<file path="src/rtl/led_seq_ctrl.sv">
// LED sequencer: register-mapped pattern, mode and period, with a prescaled
// step engine that blinks or rotates the pattern on the board LEDs.
//
// state | meaning
// HOLD  | sequencing off; WORK follows PATTERN, prescaler frozen
// COUNT | prescaler counting down toward the next step
// STEP  | one-cycle step: blink/rotate WORK, bump step count, reload
module led_seq_ctrl #(
    parameter logic [23:0] DEFAULT_PERIOD = 24'd5_000_000
) (
    input  logic        led_clk,
    input  logic        ledrst_n,
    input  logic        ledcs,
    input  logic        ledwrite,
    input  logic [1:0]  ledaddr,
    input  logic [31:0] ledwdata,
    output logic [31:0] ledrdata,
    output logic [31:0] ledout
);

    typedef enum logic [1:0] {
        HOLD  = 2'b00,
        COUNT = 2'b01,
        STEP  = 2'b10
    } state_t;

    localparam logic [1:0] ADDR_PATTERN = 2'b00;
    localparam logic [1:0] ADDR_MODE    = 2'b01;
    localparam logic [1:0] ADDR_PERIOD  = 2'b10;
    localparam logic [1:0] ADDR_STATUS  = 2'b11;

    state_t      state_q, state_d;
    logic [31:0] pattern_q, pattern_d;
    logic [31:0] work_q, work_d;
    logic [2:0]  mode_q, mode_d;
    logic [23:0] period_q, period_d;
    logic [23:0] presc_q, presc_d;
    logic [15:0] step_cnt_q, step_cnt_d;
    logic        blank_q, blank_d;
    logic [31:0] ledout_q, ledout_d;

    logic        wr_en;
    logic        run_ok;
    logic [23:0] eff_period;
    logic [23:0] reload;

    assign wr_en      = ledcs & ledwrite;
    assign run_ok     = mode_q[2] && (mode_q[1:0] != 2'b00);
    assign eff_period = (period_q == 24'd0) ? 24'd1 : period_q;
    assign reload     = eff_period - 24'd1;

    always_comb begin
        state_d    = state_q;
        pattern_d  = pattern_q;
        work_d     = work_q;
        mode_d     = mode_q;
        period_d   = period_q;
        presc_d    = presc_q;
        step_cnt_d = step_cnt_q;
        blank_d    = blank_q;

        case (state_q)
            HOLD: begin
                work_d = pattern_q;
                if (run_ok) begin
                    state_d = COUNT;
                    presc_d = reload;
                end
            end
            COUNT: begin
                if (!run_ok) begin
                    state_d = HOLD;
                end else if (presc_q == 24'd0) begin
                    state_d = STEP;
                end else begin
                    presc_d = presc_q - 24'd1;
                end
            end
            STEP: begin
                if (!run_ok) begin
                    state_d = HOLD;
                end else begin
                    case (mode_q[1:0])
                        2'b01:   blank_d = ~blank_q;
                        2'b10:   work_d  = {work_q[30:0], work_q[31]};
                        2'b11:   work_d  = {work_q[0], work_q[31:1]};
                        default: ;
                    endcase
                    step_cnt_d = step_cnt_q + 16'd1;
                    presc_d    = reload;
                    state_d    = COUNT;
                end
            end
            default: state_d = HOLD;
        endcase

        // Register writes override whatever the step engine decided this edge.
        if (wr_en) begin
            case (ledaddr)
                ADDR_PATTERN: begin
                    pattern_d  = ledwdata;
                    work_d     = ledwdata;
                    blank_d    = 1'b0;
                    step_cnt_d = step_cnt_q;
                    if (state_d != HOLD) begin
                        presc_d = reload;
                        state_d = COUNT;
                    end
                end
                ADDR_MODE: begin
                    mode_d     = ledwdata[2:0];
                    work_d     = pattern_q;
                    blank_d    = 1'b0;
                    step_cnt_d = 16'd0;
                    presc_d    = presc_q;
                    state_d    = HOLD;
                end
                ADDR_PERIOD: period_d = ledwdata[23:0];
                default: ;
            endcase
        end

        ledout_d = blank_d ? 32'd0 : work_d;
    end

    always_ff @(posedge led_clk or negedge ledrst_n) begin
        if (!ledrst_n) begin
            state_q    <= HOLD;
            pattern_q  <= 32'd0;
            work_q     <= 32'd0;
            mode_q     <= 3'd0;
            period_q   <= DEFAULT_PERIOD;
            presc_q    <= 24'd0;
            step_cnt_q <= 16'd0;
            blank_q    <= 1'b0;
            ledout_q   <= 32'd0;
        end else begin
            state_q    <= state_d;
            pattern_q  <= pattern_d;
            work_q     <= work_d;
            mode_q     <= mode_d;
            period_q   <= period_d;
            presc_q    <= presc_d;
            step_cnt_q <= step_cnt_d;
            blank_q    <= blank_d;
            ledout_q   <= ledout_d;
        end
    end

    always_comb begin
        ledrdata = 32'd0;
        case (ledaddr)
            ADDR_PATTERN: ledrdata = pattern_q;
            ADDR_MODE:    ledrdata = {29'd0, mode_q};
            ADDR_PERIOD:  ledrdata = {8'd0, period_q};
            ADDR_STATUS:  ledrdata = {13'd0, state_q, blank_q, step_cnt_q};
            default:      ledrdata = 32'd0;
        endcase
    end

    assign ledout = ledout_q;

endmodule

</file>
<file path="config.mk">
export PLATFORM = sky130hd
export DESIGN_NAME = led_seq_ctrl
export DESIGN_NICKNAME = d
export VERILOG_FILES = /design/src/rtl/led_seq_ctrl.sv
export SDC_FILE = /design/constraint.sdc
export NUM_CORES = 1
export LEC_CHECK = 0
export CORE_ASPECT_RATIO = 1.25
export CORE_MARGIN = 5
export CORE_UTILIZATION = 35
export DETAILED_ROUTE_END_ITERATION = 10
export PLACE_DENSITY = 0.5
export RECOVER_POWER = 100
export SYNTH_ARGS = -nofsm -noshare
export SYNTH_HDL_FRONTEND = slang
export SYNTH_SLANG_ARGS = --single-unit
</file>
<file path="constraint.sdc">
create_clock -name led_clk -period 8.8 [get_ports led_clk]
set_input_delay 1.32 -clock led_clk [delete_from_list [all_inputs] [get_ports led_clk]]
set_output_delay 1.32 -clock led_clk [all_outputs]
set_load 0.01 [all_outputs]
</file>
After elaboration in Yosys (flattened, before gate mapping). Index checks and enable logic that the tools add are counted.

Flip-flop bits (word level): 166. Logic and storage cells: 68. Input bits: 38.

Add/sub/neg operators: 3. Bitwise operators: 2. Muxes and demuxes: 32. Eq/ne operators: 10. Reduce and logical (&&, ||, !) cells: 12.

Operators with widths (number): $pmux W32 S2 (3); $mux W24 (6); $pmux W32 S4 (1); $mux W32 (3); $pmux W24 S2 (2); $logic_not A24 Y1 (2); $mux W16 (3); $sub A24 B1 Y24 const B (2); $pmux W16 S2 (1); $add A16 B1 Y16 const B (1); $eq A2 B2 Y1 const B (5); $mux W2 (5); $eq A2 B1 Y1 const B (3); $mux W1 (6); $pmux W2 S3 (1); $reduce_and A2 Y1 (3); $logic_not A2 Y1 (2); $ne A2 B2 Y1 const B (2); $pmux W2 S2 (1); $reduce_bool A2 Y1 (2); $reduce_or A2 Y1 (2); $and A1 B1 Y1 (1); $logic_and A1 B1 Y1 (1); $not A1 Y1 (1).

Depth between registers and ports, before layout.
Depth after elaboration: 8. Mapped depth: 11.

Worst setup path after synthesis. OpenSTA, ideal clock, no wires.

Path kind: input to output. Start: input ledaddr[1]. End: output ledrdata[12]. Data required time: 7.480 ns. Buffers on the path: 2. Arrival: 2.549 ns. Cell stages on the path: 4. Path slack: 4.931 ns. Cells stage by stage: buf_1 -> buf_1 -> mux2i_1 -> o21ai_0.

Longest elaborated chain between the ends: 2.

Ends and longest elaborated chain: from (decl) (RTL line 15) `input logic [1:0] ledaddr,`; $eq A2 B2 Y1, or another cell as far along (RTL line 152) `case (ledaddr)`; $pmux W32 S4 * (RTL line 152); to (decl) (RTL line 17) `output logic [31:0] ledrdata,`.

Every way passes the cells marked *; elsewhere a longest branch is shown, timed or not.

Worst setup path in the final report.
Start: input ledaddr[1]. End: output ledrdata[9].

Same word-level chain as after synthesis.

==> key figures <==
Worst setup path
  • Setup crit end kind: output port
  • WP data arrival: around 5 ns
  • Worst path max stage delay: between 1.5 and 2 ns
  • Peak fanout along the critical path: 33
  • Worst Path Buf+Inv: 3
  • Reg2reg start: period_q[7]
  • CP Cell Sequence: buf_2, clkbuf_1, and2_0, nand2_1, o21ai_0, dlygate4sd3_1
  • Slowest cell on crit path: clkbuf_1
  • Delay-heaviest family, CP: buffers and inverters
  • Startpoint type of the worst setup path: input pin
  • Worst Path Required: around 7.5 ns
  • Reg2reg path depth: 10
  • Crit Path Class: input pin to output port
  • R2R setup slack: about 5.2 ns
  • Reg-to-Reg End: presc_q[18]

Routing
  • Initial DRC count: 483
  • DRT antenna net count: 0
  • Wire per inst: approximately 22 um
  • Vias per cell: approximately 5.6
  • DR pass1 iterations: 5
  • Routed via count: about 8400
  • Drt total wl: 33200 um
  • DRC viols: 0

Clock tree
  • Num CTS Buffers: 17
  • Buffer count from post-CTS setup fixing: 0
  • CTS tree: built
  • Worst-path clk slew: around 0.06 ns
  • Htree depth: 4
  • Root Driver: clkbuf_16
  • Insertion delay to the later sink of the worst-skew pair: around 0.43 ns
  • CTS Sinks: about 170
  • Clock Tree Buf Depth: 2
  • Post-CTS sizing: 0
  • Hold_buf cts: 0

Synth
  • EDFF count, synth: 0
  • Synthesized flop and latch total: approximately 170
  • Post-synthesis xor/xnor area fraction: under 10%
  • Ranking of synthesized cells by area: dfrtp_1, mux2_2, nand2_1
  • Mapped Nets: 1128
  • Yosys warns: 0
  • Post-synthesis mux area share: 13.6%
  • Mean post-synth cell area: roughly 8.9 um^2
  • Post-synth ARST share: 100%
  • Post-synthesis cell type count: 67
  • Synth Area in Simple Gates: 21.3%
  • Synth Instances: around 1100
  • Seq/Total Area, Yosys: approximately 43%
  • Top cell type's share of synthesized area: about two fifths
  • Netlist Area Pre-Place: approximately 0.0097 mm^2
  • Most used DFF post-synth: dfrtp_1
  • Adder-cell share of the synthesized area: 0.518%
  • Largest family of logic cells by synthesized area: simple AND/OR/NAND/NOR gates
  • Area leader, netlist: dfrtp_1
  • Synth Area in Compound Gates: approximately 16%

Global routing
  • Largest net degree at the start of global routing: 67
  • Vias in the first global route: 8620
  • Initial antenna violation count: 0
  • First-pass GRT wire length: around 53000 um
  • Gr usage total: roughly 22%
  • Total gr overflow: 0

Final layout
  • Most frequent cells in the layout: nand2_1, dfrtp_1, mux2_2, a21oi_1, o22ai_1
  • Final net count: roughly 1200
  • Final Cell Area: 0.0115 mm^2
  • Most common cell after layout, fill and taps aside: nand2_1
  • Fill count: 2720
  • Diodes inserted: 0
  • Layout area overhead: 19.4%
  • Share of layout cells above drive strength 1: 13.7%
  • Final core utilization: 42.1%

Die
  • Die Y: approximately 200 um
  • Core area: ~0.027 mm^2
  • Starting Density: between 30% and 40%
  • I/O Pins: 102
  • FP Rows: 68
  • Die Area: between 0.03 and 0.04 mm^2
  • Die width: 159 um

Pwr
  • Pwr/cell area: around 250 mW/mm^2
  • Internal power: 1.89 mW
  • Static leakage power: roughly 4.9 nW
  • Tot Pwr: roughly 2.9 mW
  • Sw Share: about a third
  • Clock share of power: 28.1%
  • Peak supply drop: 0.122 mV
  • Sw power: between 0.9 and 1 mW
  • Sequential share of power: between 40% and 50%
  • Power share of the combinational group: 31.1%

STA
  • Setup tns final: 0 ns
  • Final Setup Violations: 0
  • Slew HR: -107%
  • Tcrit/Tclk final: a little under three quarters
  • Slew of the pin with the lowest slew margin: ~3.1 ns
  • Final worst setup slack: roughly 2.5 ns
  • Max-slew violation count: between 300 and 400
  • Hold Fails Final Rpt: 0
  • Max Fclk: 159 MHz
  • Clock skew: around 0.0081 ns
  • Fin crit period: roughly 6.3 ns
  • RSZ-0062 raised after global routing: no

Hold path
  • HP Class: register to register
  • Hold path start: presc_q[12]
  • WHS Path Cells: 1
  • Hold path endpoint: presc_q[12]

Placement
  • Place WS: roughly 3.7 ns
  • Post-DP HPWL: 22900 um
  • Routability cong.: 0.905
  • Area after DPL: approximately 0.011 mm^2
  • Port Buffers: ~100

Status
  • Status: finished with violations
  • Failing checks: max-capacitance violations, max-slew violations

Job
  • Max-cap violations: 9
-- synthesized netlist by cell type, types with 3 or more instances --
library cell / instances
o31ai_1: 8
nand2b_1: 4
and2_1: 13
ha_1: 4
dfstp_2: 8
a211o_1: 5
or3_1: 7
o22ai_1: 68
xor2_1: 11
nand4b_1: 3
a31oi_1: 4
nor4_1: 16
o21ai_0: 38
inv_1: 9
mux4_2: 3
or2_2: 7
nand4_1: 12
or4_1: 7
nor3_1: 26
buf_1: 9
clkbuf_1: 57
nor2_1: 45
buf_2: 3
mux2i_1: 24
nand2_1: 255
dfrtp_1: 158
or4_4: 6
a21oi_1: 78
nand3_1: 25
xnor2_1: 11
mux2_2: 89
nor3b_1: 4
and3_1: 6
o211ai_1: 13
o311ai_0: 5
a221oi_1: 3
-- how the worst max path moves through the flow --
stage / to / from / slack [ns] / cells past startpoint
global placement: ledrdata[9] / ledaddr[0] / 3.73 / 6
detailed placement: ledrdata[9] / ledaddr[0] / 3.67 / 6
global route: work_q[7] / ledrst_n / 1.99 / 2
CTS: ledrdata[9] / ledaddr[0] / 3.66 / 6
finish: ledrdata[9] / ledaddr[1] / 2.50 / 6
floorplan: ledrdata[12] / ledaddr[1] / 4.93 / 4
-- sequential cells by signal (all words and copies together) (netlist names), 2 cells and up --
register	count
period_q	24
state_q	2
mode_q	3
step_cnt_q	16
work_q	32
presc_q	24
ledout	32
pattern_q	32
-- worst register-to-register path, cell delays in order, from the launching register on --
cell and delay, ns:
dfrtp_1 0.56, nor4_1 0.17, and4b_1 0.27, a41oi_1 0.61, ha_1 0.32, nand2b_1 0.12, or4_4 0.48, nor4_1 0.43
o32a_1 0.21, o32ai_1 0.08, a211oi_1 0.25
-- routing by layer --
metal	GRT usage (%)	part of all wire, %	vias up
li1	-	-	4069
met1	28.4	43	4155
met2	37.0	50	182
met3	3.46	3.7	41
met4	6.54	2.6	0
met5	0	0	-
-- area by class of cell --
class	count	area [um^2]	area share [%]
Multi-Input combinational cell	839	5170	44.9
Timing Repair Buffer	118	1090	9.48
Sequential cell	166	4160	36.1
Tap cell	350	438	3.80
Inverter	9	33.8	0.293
Clock inverter	8	145	1.26
Clock buffer	24	482	4.18
-- power groups by stage --
stage	logic, mW	registers (mW)	clock network, mW
detailed placement	0.924	1.18	0
finish	0.897	1.18	0.812
floorplan	0.592	1.13	0
CTS	0.929	1.17	0.831
global placement	0.922	1.19	0
global route	1.00	1.20	0.857
-- metrics by stage --
stage | hold slack, ns | instances
finish | 0.489 | 1514
global route | 0.527 | 1514
CTS | 0.494 | 1514
detailed placement | 0.480 | 1482
global placement | 0.476 | 1482
floorplan | 0.452 | 1086
-- cell families after synthesis --
| kind of cell | after synthesis |
|---|---|
| mux | 116 |
| buf+inv | 81 |
| compound gates | 251 |
| flops | 166 |
| xor+xnor | 22 |
| fa+ha+maj | 4 |
| simple gates | 446 |
No activity file was read; power rests on OpenSTA's default activity.
